## src/rtl/demux_pkg.sv

```systemverilog
// ----------------------------------------------------------------------------
// demux_pkg
// Shared types and constants for the 1-to-4 frame demultiplexer.
//   state_t        : frame assembler state (FILL while collecting words,
//                    FULL while a complete frame waits for the consumer)
//   LANE_A..LANE_D : lane indices, also the bit positions in lane_valid
//   DEFAULT_WIDTH  : default word / lane width
//   FULL_MASK      : lane_valid pattern of a complete frame
// ----------------------------------------------------------------------------
package demux_pkg;

    typedef enum logic {
        FILL = 1'b0,
        FULL = 1'b1
    } state_t;

    localparam logic [1:0] LANE_A = 2'd0;
    localparam logic [1:0] LANE_B = 2'd1;
    localparam logic [1:0] LANE_C = 2'd2;
    localparam logic [1:0] LANE_D = 2'd3;

    localparam int         DEFAULT_WIDTH = 4;
    localparam logic [3:0] FULL_MASK     = 4'b1111;

endpackage

```

## src/rtl/demux_lane_reg.sv

```systemverilog
// ----------------------------------------------------------------------------
// demux_lane_reg
// One output lane: a WIDTH-bit data register plus its "written this frame"
// valid bit.
//   clk      : rising-edge clock
//   rst_n    : asynchronous active-low reset (clears data and valid)
//   i_we     : load i_d and set valid
//   i_clr    : clear valid only; the data keeps its last value
//   i_d      : write data
//   o_q      : registered lane data
//   o_vld    : registered valid bit
// ----------------------------------------------------------------------------
module demux_lane_reg #(
    parameter int WIDTH = 4
) (
    input  logic             clk,
    input  logic             rst_n,
    input  logic             i_we,
    input  logic             i_clr,
    input  logic [WIDTH-1:0] i_d,
    output logic [WIDTH-1:0] o_q,
    output logic             o_vld
);

    logic [WIDTH-1:0] r_q;
    logic             r_vld;

    // Write and clear never coincide at the top level (writes happen in
    // FILL, clears on the FULL drain); write wins if they ever did.
    always_ff @(posedge clk or negedge rst_n) begin
        if (!rst_n) begin
            r_q   <= '0;
            r_vld <= 1'b0;
        end else if (i_we) begin
            r_q   <= i_d;
            r_vld <= 1'b1;
        end else if (i_clr) begin
            r_vld <= 1'b0;
        end
    end

    assign o_q   = r_q;
    assign o_vld = r_vld;

endmodule

```

## src/rtl/demux_4to1_frame.sv

```systemverilog
// ----------------------------------------------------------------------------
// demux_4to1_frame
// Sequential 1-to-4 demultiplexer / frame assembler. Words accepted on a
// valid/ready handshake are steered into lanes a..d, either by addr
// (addressed mode) or in a->b->c->d order (round-robin mode). Once all four
// lanes are written the frame is presented and held until frame_ready.
//   clk, rst_n            : clock, asynchronous active-low reset
//   in, in_valid, in_ready: word input handshake (in_ready = state decode)
//   addr                  : target lane in addressed mode
//   rr                    : 1 = round-robin, 0 = addressed (latched per frame)
//   a, b, c, d            : lane registers
//   lane_valid            : per-lane written-this-frame flags (bit0 = a)
//   frame_valid           : complete frame available
//   frame_ready           : downstream consumes the frame
//   ovr                   : sticky addressed-mode overwrite flag
// ----------------------------------------------------------------------------
module demux_4to1_frame
    import demux_pkg::*;
#(
    parameter int WIDTH = DEFAULT_WIDTH
) (
    input  logic             clk,
    input  logic             rst_n,
    input  logic [WIDTH-1:0] in,
    input  logic             in_valid,
    output logic             in_ready,
    input  logic [1:0]       addr,
    input  logic             rr,
    output logic [WIDTH-1:0] a,
    output logic [WIDTH-1:0] b,
    output logic [WIDTH-1:0] c,
    output logic [WIDTH-1:0] d,
    output logic [3:0]       lane_valid,
    output logic             frame_valid,
    input  logic             frame_ready,
    output logic             ovr
);

    state_t           r_state;
    logic [1:0]       r_slot;
    logic             r_mode;
    logic             r_ovr;
    logic             r_frame_valid;

    logic [WIDTH-1:0] w_q [4];
    logic [3:0]       w_vld;
    logic [3:0]       w_we;
    logic [3:0]       w_next_vld;
    logic             w_accept;
    logic             w_first;
    logic             w_mode;
    logic [1:0]       w_idx;
    logic             w_drain;

    assign w_accept = in_valid && (r_state == FILL);

    // The first beat of a frame uses rr directly; later beats use the latch,
    // so rr toggling mid-frame has no effect.
    assign w_first    = (w_vld == 4'b0000);
    assign w_mode     = w_first ? rr : r_mode;
    assign w_idx      = w_mode ? r_slot : addr;
    assign w_drain    = r_frame_valid && frame_ready;
    assign w_next_vld = w_vld | w_we;

    always_comb begin
        w_we = 4'b0000;
        if (w_accept) begin
            w_we[w_idx] = 1'b1;
        end
    end

    for (genvar i = 0; i < 4; i++) begin : g_lane
        demux_lane_reg #(.WIDTH(WIDTH)) u_lane (
            .clk   (clk),
            .rst_n (rst_n),
            .i_we  (w_we[i]),
            .i_clr (w_drain),
            .i_d   (in),
            .o_q   (w_q[i]),
            .o_vld (w_vld[i])
        );
    end

    always_ff @(posedge clk or negedge rst_n) begin
        if (!rst_n) begin
            r_state       <= FILL;
            r_slot        <= 2'd0;
            r_mode        <= 1'b0;
            r_ovr         <= 1'b0;
            r_frame_valid <= 1'b0;
        end else begin
            case (r_state)
                FILL: begin
                    if (w_accept) begin
                        if (w_first) begin
                            r_mode <= rr;
                        end
                        if (w_mode) begin
                            r_slot <= r_slot + 2'd1;
                        end else if (w_vld[addr]) begin
                            r_ovr <= 1'b1;
                        end
                        if (w_next_vld == FULL_MASK) begin
                            r_state       <= FULL;
                            r_frame_valid <= 1'b1;
                        end
                    end
                end
                FULL: begin
                    if (frame_ready) begin
                        r_state       <= FILL;
                        r_frame_valid <= 1'b0;
                        r_slot        <= 2'd0;
                    end
                end
                default: r_state <= FILL;
            endcase
        end
    end

    assign in_ready    = (r_state == FILL);
    assign a           = w_q[LANE_A];
    assign b           = w_q[LANE_B];
    assign c           = w_q[LANE_C];
    assign d           = w_q[LANE_D];
    assign lane_valid  = w_vld;
    assign frame_valid = r_frame_valid;
    assign ovr         = r_ovr;

endmodule

```

## config.mk

```make
export PLATFORM = sky130hd
export DESIGN_NAME = demux_4to1_frame
export DESIGN_NICKNAME = d
export VERILOG_FILES = /design/src/rtl/demux_pkg.sv /design/src/rtl/demux_lane_reg.sv /design/src/rtl/demux_4to1_frame.sv
export SDC_FILE = /design/constraint.sdc
export NUM_CORES = 1
export LEC_CHECK = 0
export CAP_MARGIN = 15
export CELL_PAD_IN_SITES_DETAIL_PLACEMENT = 1
export CELL_PAD_IN_SITES_GLOBAL_PLACEMENT = 1
export CORE_MARGIN = 3
export CORE_UTILIZATION = 35
export CTS_BUF_LIST = sky130_fd_sc_hd__clkbuf_16
export CTS_CLUSTER_SIZE = 40
export DETAILED_ROUTE_END_ITERATION = 7
export PLACE_DENSITY = 0.73
export SLEW_MARGIN = 20
export SYNTH_ARGS = -nofsm -noshare
export SYNTH_HDL_FRONTEND = slang
export SYNTH_HIERARCHICAL = 1
export SYNTH_SLANG_ARGS = --single-unit
```

## constraint.sdc

```tcl
create_clock -name clk -period 2.81 [get_ports clk]
set_input_delay 0.281 -clock clk [delete_from_list [all_inputs] [get_ports clk]]
set_output_delay 0.281 -clock clk [all_outputs]
set_load 0.02 [all_outputs]
```

==> reports/qor_table.md <==
| Parameter | This run | Unit |
|---|---|---|
| Final Max Tran Viols | 0 | - |
| Post-route clock skew | 0.00197 | ns |
| Count of port buffers added during placement | 33 | - |
| Pin count of the biggest net entering global routing | 27 | - |
| DP Worst Slack | 0.122 | ns |
| Final routed wirelength across all metal layers | 3500 | um |
| Horiz. Die Dim | 66.8 | um |
| Core area | 3440 | sq um |
| Unrepaired setup endpoints after global routing | false | - |
| Area taken by flip-flops and latches | 651 | sq um |
| Sinks on the clock net | 26 | - |
| Boundary pin count | 34 | - |
| Critical path launch point type | register | - |
| Initial core utilization | 37.6 | % |
| Total overflow reported by the global router | 0 | - |
| Antenna-violating nets left | 0 | - |
| Fraction of the yosys area taken by sequential cells | 50.3 | % |
| Antenna violations before repair | 0 | - |
| Fin area | 1780 | sq um |
| FILL cells | 369 | - |
| Hold WC Path Type | primary input to asynchronous set/reset pin | - |
| Largest area contributor in the synthesized netlist | dfrtp_1 | - |
| Critical path arrival | 2.71 | ns |
| Share of async-settable or async-resettable flops after synthesis | 100 | % |
| Number of inserted diodes | 0 | - |
| Final hold violation count | 0 | - |
| Number of distinct standard cells referenced by the synthesized netlist | 31 | - |
| Syn_nets | 120 | - |
| Number of setup violations in the final report | 0 | - |
| Critical path capture point type | register | - |
| Clock-pin slew reported for the worst setup and hold paths after clock tree synthesis | 0.06 | ns |
| All-Layer GR Usage | 17.8 | % |
| Classification of the worst setup path | register to register | - |
| Ratio of cells with drive above 1 in the final layout | 23.3 | % |
| Post-DR wirelength/cell | 18.2 | um |
| Gate count after technology mapping | 109 | - |
| Synth Area per Inst | 11.9 | sq um |
| Req. time, crit path | 2.95 | ns |
| Worst IR Drop VDD | 500 | uV |
| Area delta synth->final | 37.5 | % |
| Transition time of the tightest slew-check pin | 0.508 | ns |
| Tightest slew margin relative to the limit | 65.1 | % |
| Register bit count reported by yosys | 26 | - |
| First-pass detailed-route iteration total | 4 | - |
| Yosys warning total | 6 | - |
| Peak fanout along the critical path | 6 | - |
| Residual DRC | 0 | - |
| Leading cell types by total area after synthesis | dfrtp_1 50%, mux2_2 15%, a21o_2 2.7% | - |
| Total via count in the routed design | 1048 | - |
| Placer congestion estimate | 0.815 | - |
| Flip-flop cell with the highest count after synthesis | dfrtp_1 | - |
| Result of the run | complete, no violations | - |
| Placement Rows | 21 | - |
| Number of buffers on the longest clock path | 2 | - |
| TritonCTS clock tree | done | - |
| Post-synth design cell area | 1290 | sq um |
| Die Outline Area | 4460 | sq um |
| Multi-input combinational cell area | 602 | sq um |
| Net count reported at finish | 158 | - |
| Max Fclk | 389 | MHz |
| Max Cap Viol | 0 | - |
| Clock insertion delay at the later pin of the skew report | 0.26 | ns |
| Post-detailed-route via-to-cell ratio | 5.46 | - |
| DP Area | 1700 | sq um |
| Count of flip-flops with a built-in enable after synthesis | 0 | - |
| Height of the die | 66.8 | um |
| Power density of the placed cells | 1170 | nW/um^2 |
| Number of global-route vias before repair | 1125 | - |
| Initial detailed-routing violation count | 113 | - |
| Post-CTS Setup Bufs | 0 | - |
| Wire length of the first global-routing pass | 5880 | um |
| Inserted Clock Buffers | 3 | - |
| Final cycle utilization of the critical path | 91.4 | % |
| Detailed placement HPWL | 2540 | um |
| Final setup margin | 0.242 | ns |
| Utilization after layout | 51.7 | % |
| H-tree depth | 1 | - |
| Time the worst path needs with I/O delays and setup | 2.57 | ns |
| Summed negative setup slack over all endpoints | 0 | ns |
| Leakage | 0.710 | nW |
| Yosys top cell area share | 50.3 | % |
| Master cell of the clock root buffer | clkbuf_16 | - |
-- cell usage after synthesis, types with 2 or more instances --
cell type  instances
dfrtp_1           26
mux2_2            17
inv_1              8
a21oi_1            7
a21o_2             4
clkbuf_1           4
nand2_1            4
nand3_1            4
nand3b_1           4
nor2_1             4
o211ai_1           3
a32oi_1            2
mux2i_1            2
o21ai_0            2
or3b_1             2
-- critical path: stages (launching register included) --
cell	delay, ns
dfrtp_1	0.47
nor4_4	0.43
mux2i_1	0.52
nand3_1	0.13
a21oi_1	0.37
buf_4	0.21
mux2_2	0.33
-- layout make-up --
class,count,area share (%)
clock buffers,3,4.22
clock inverters,1,0.211
inverters,8,1.69
multi-input cells,71,33.8
flip-flops and latches,26,36.6
well taps,46,3.23
repair buffers,37,20.3
-- timing repair --
| item | in CTS | in global routing |
|---|---|---|
| setup endpoints to repair | 0 | 4 |
| hold buffers | 0 | 0 |
| resized for setup | 0 | 1 |
-- per-layer routing --
metal | track usage, % | routed length (um) | share of wire [%] | vias to the layer above
li1 | - | - | - | 478
met1 | 23.1 | 1560 | 45 | 530
met2 | 28.6 | 1690 | 48 | 31
met3 | 4.55 | 155 | 4.4 | 9
met4 | 6.35 | 85 | 2.4 | 0
met5 | 0 | 0 | 0 | -
-- cells in the final DEF (no fill, tap or decap) --
| master | instances |
|---|---|
| a21o_2 | 4 |
| clkdlybuf4s50_1 | 33 |
| nand3b_1 | 4 |
| nand4_1 | 1 |
| nor2_1 | 4 |
| a21oi_2 | 1 |
| or3b_1 | 2 |
| a31o_2 | 1 |
| mux4_1 | 1 |
| o311ai_1 | 1 |
| a21o_1 | 1 |
| a32oi_1 | 2 |
| o21ai_0 | 2 |
| mux2i_1 | 2 |
| a31oi_1 | 1 |
| o31a_1 | 1 |
| and4b_2 | 1 |
| inv_1 | 8 |
| nand3_1 | 4 |
| a211oi_1 | 1 |
| a21oi_1 | 6 |
| mux2_2 | 17 |
| o211ai_1 | 3 |
| buf_4 | 4 |
| and4bb_2 | 1 |
| nor4_4 | 1 |
| a311o_1 | 1 |
| clkinv_1 | 1 |
| and2_1 | 1 |
| nand2_1 | 4 |
| dfrtp_1 | 26 |
| nor2b_1 | 1 |
| nand2b_1 | 1 |
| clkbuf_16 | 3 |
| mux2_4 | 1 |
-- power by group --
| group | switching (mW) | internal [mW] |
|---|---|---|
| logic | 0.493 | 0.538 |
| registers | 0.188 | 0.552 |
| clock network | 0.125 | 0.190 |
| total | 0.805 | 1.28 |
-- flip-flops by register name, indices dropped and copies added (netlist names) --
name / cells
frame_valid: 1
g_lane.u_lane/o_q: 16
g_lane.u_lane/o_vld: 4
ovr: 1
r_mode: 1
r_slot: 2
r_state: 1
-- path summary, 6_finish.rpt --
kind                                        startpoint                      end  slack [ns]  cells after the start
worst max-delay path            g_lane[3].u_lane/o_vld  g_lane[3].u_lane/o_q[1]        0.24                      6
worst min-delay path                             rst_n   g_lane[1].u_lane/o_vld        0.39                      2
worst max register to register  g_lane[3].u_lane/o_vld  g_lane[3].u_lane/o_q[1]        0.24                      6
worst min register to register                     ovr                      ovr        0.50                      1
max in group asynchronous                        rst_n                   r_mode        2.18                      2
min in group clk                                   ovr                      ovr        0.50                      1
-- kinds of logic (layout without fill, tap and decap cells) --
kind of cell,after synthesis,after routing,synth area share (%)
AOI/OAI and AO/OA,25,25,13.7
muxes,21,21,19.5
DFF,26,26,50.3
and+or+nand+nor,25,25,13.0
buffers and inverters,12,49,3.48
-- stage by stage --
step	power [mW]	std cells	hold WS, ns
2_1_floorplan	1.28	109	-0.0146
3_3_place_gp	1.74	188	0.462
3_5_place_dp	1.77	188	0.494
4_1_cts	2.10	192	0.392
5_1_grt	2.23	192	0.409
6_report	2.09	192	0.386
(Power assumes the default switching activity.)
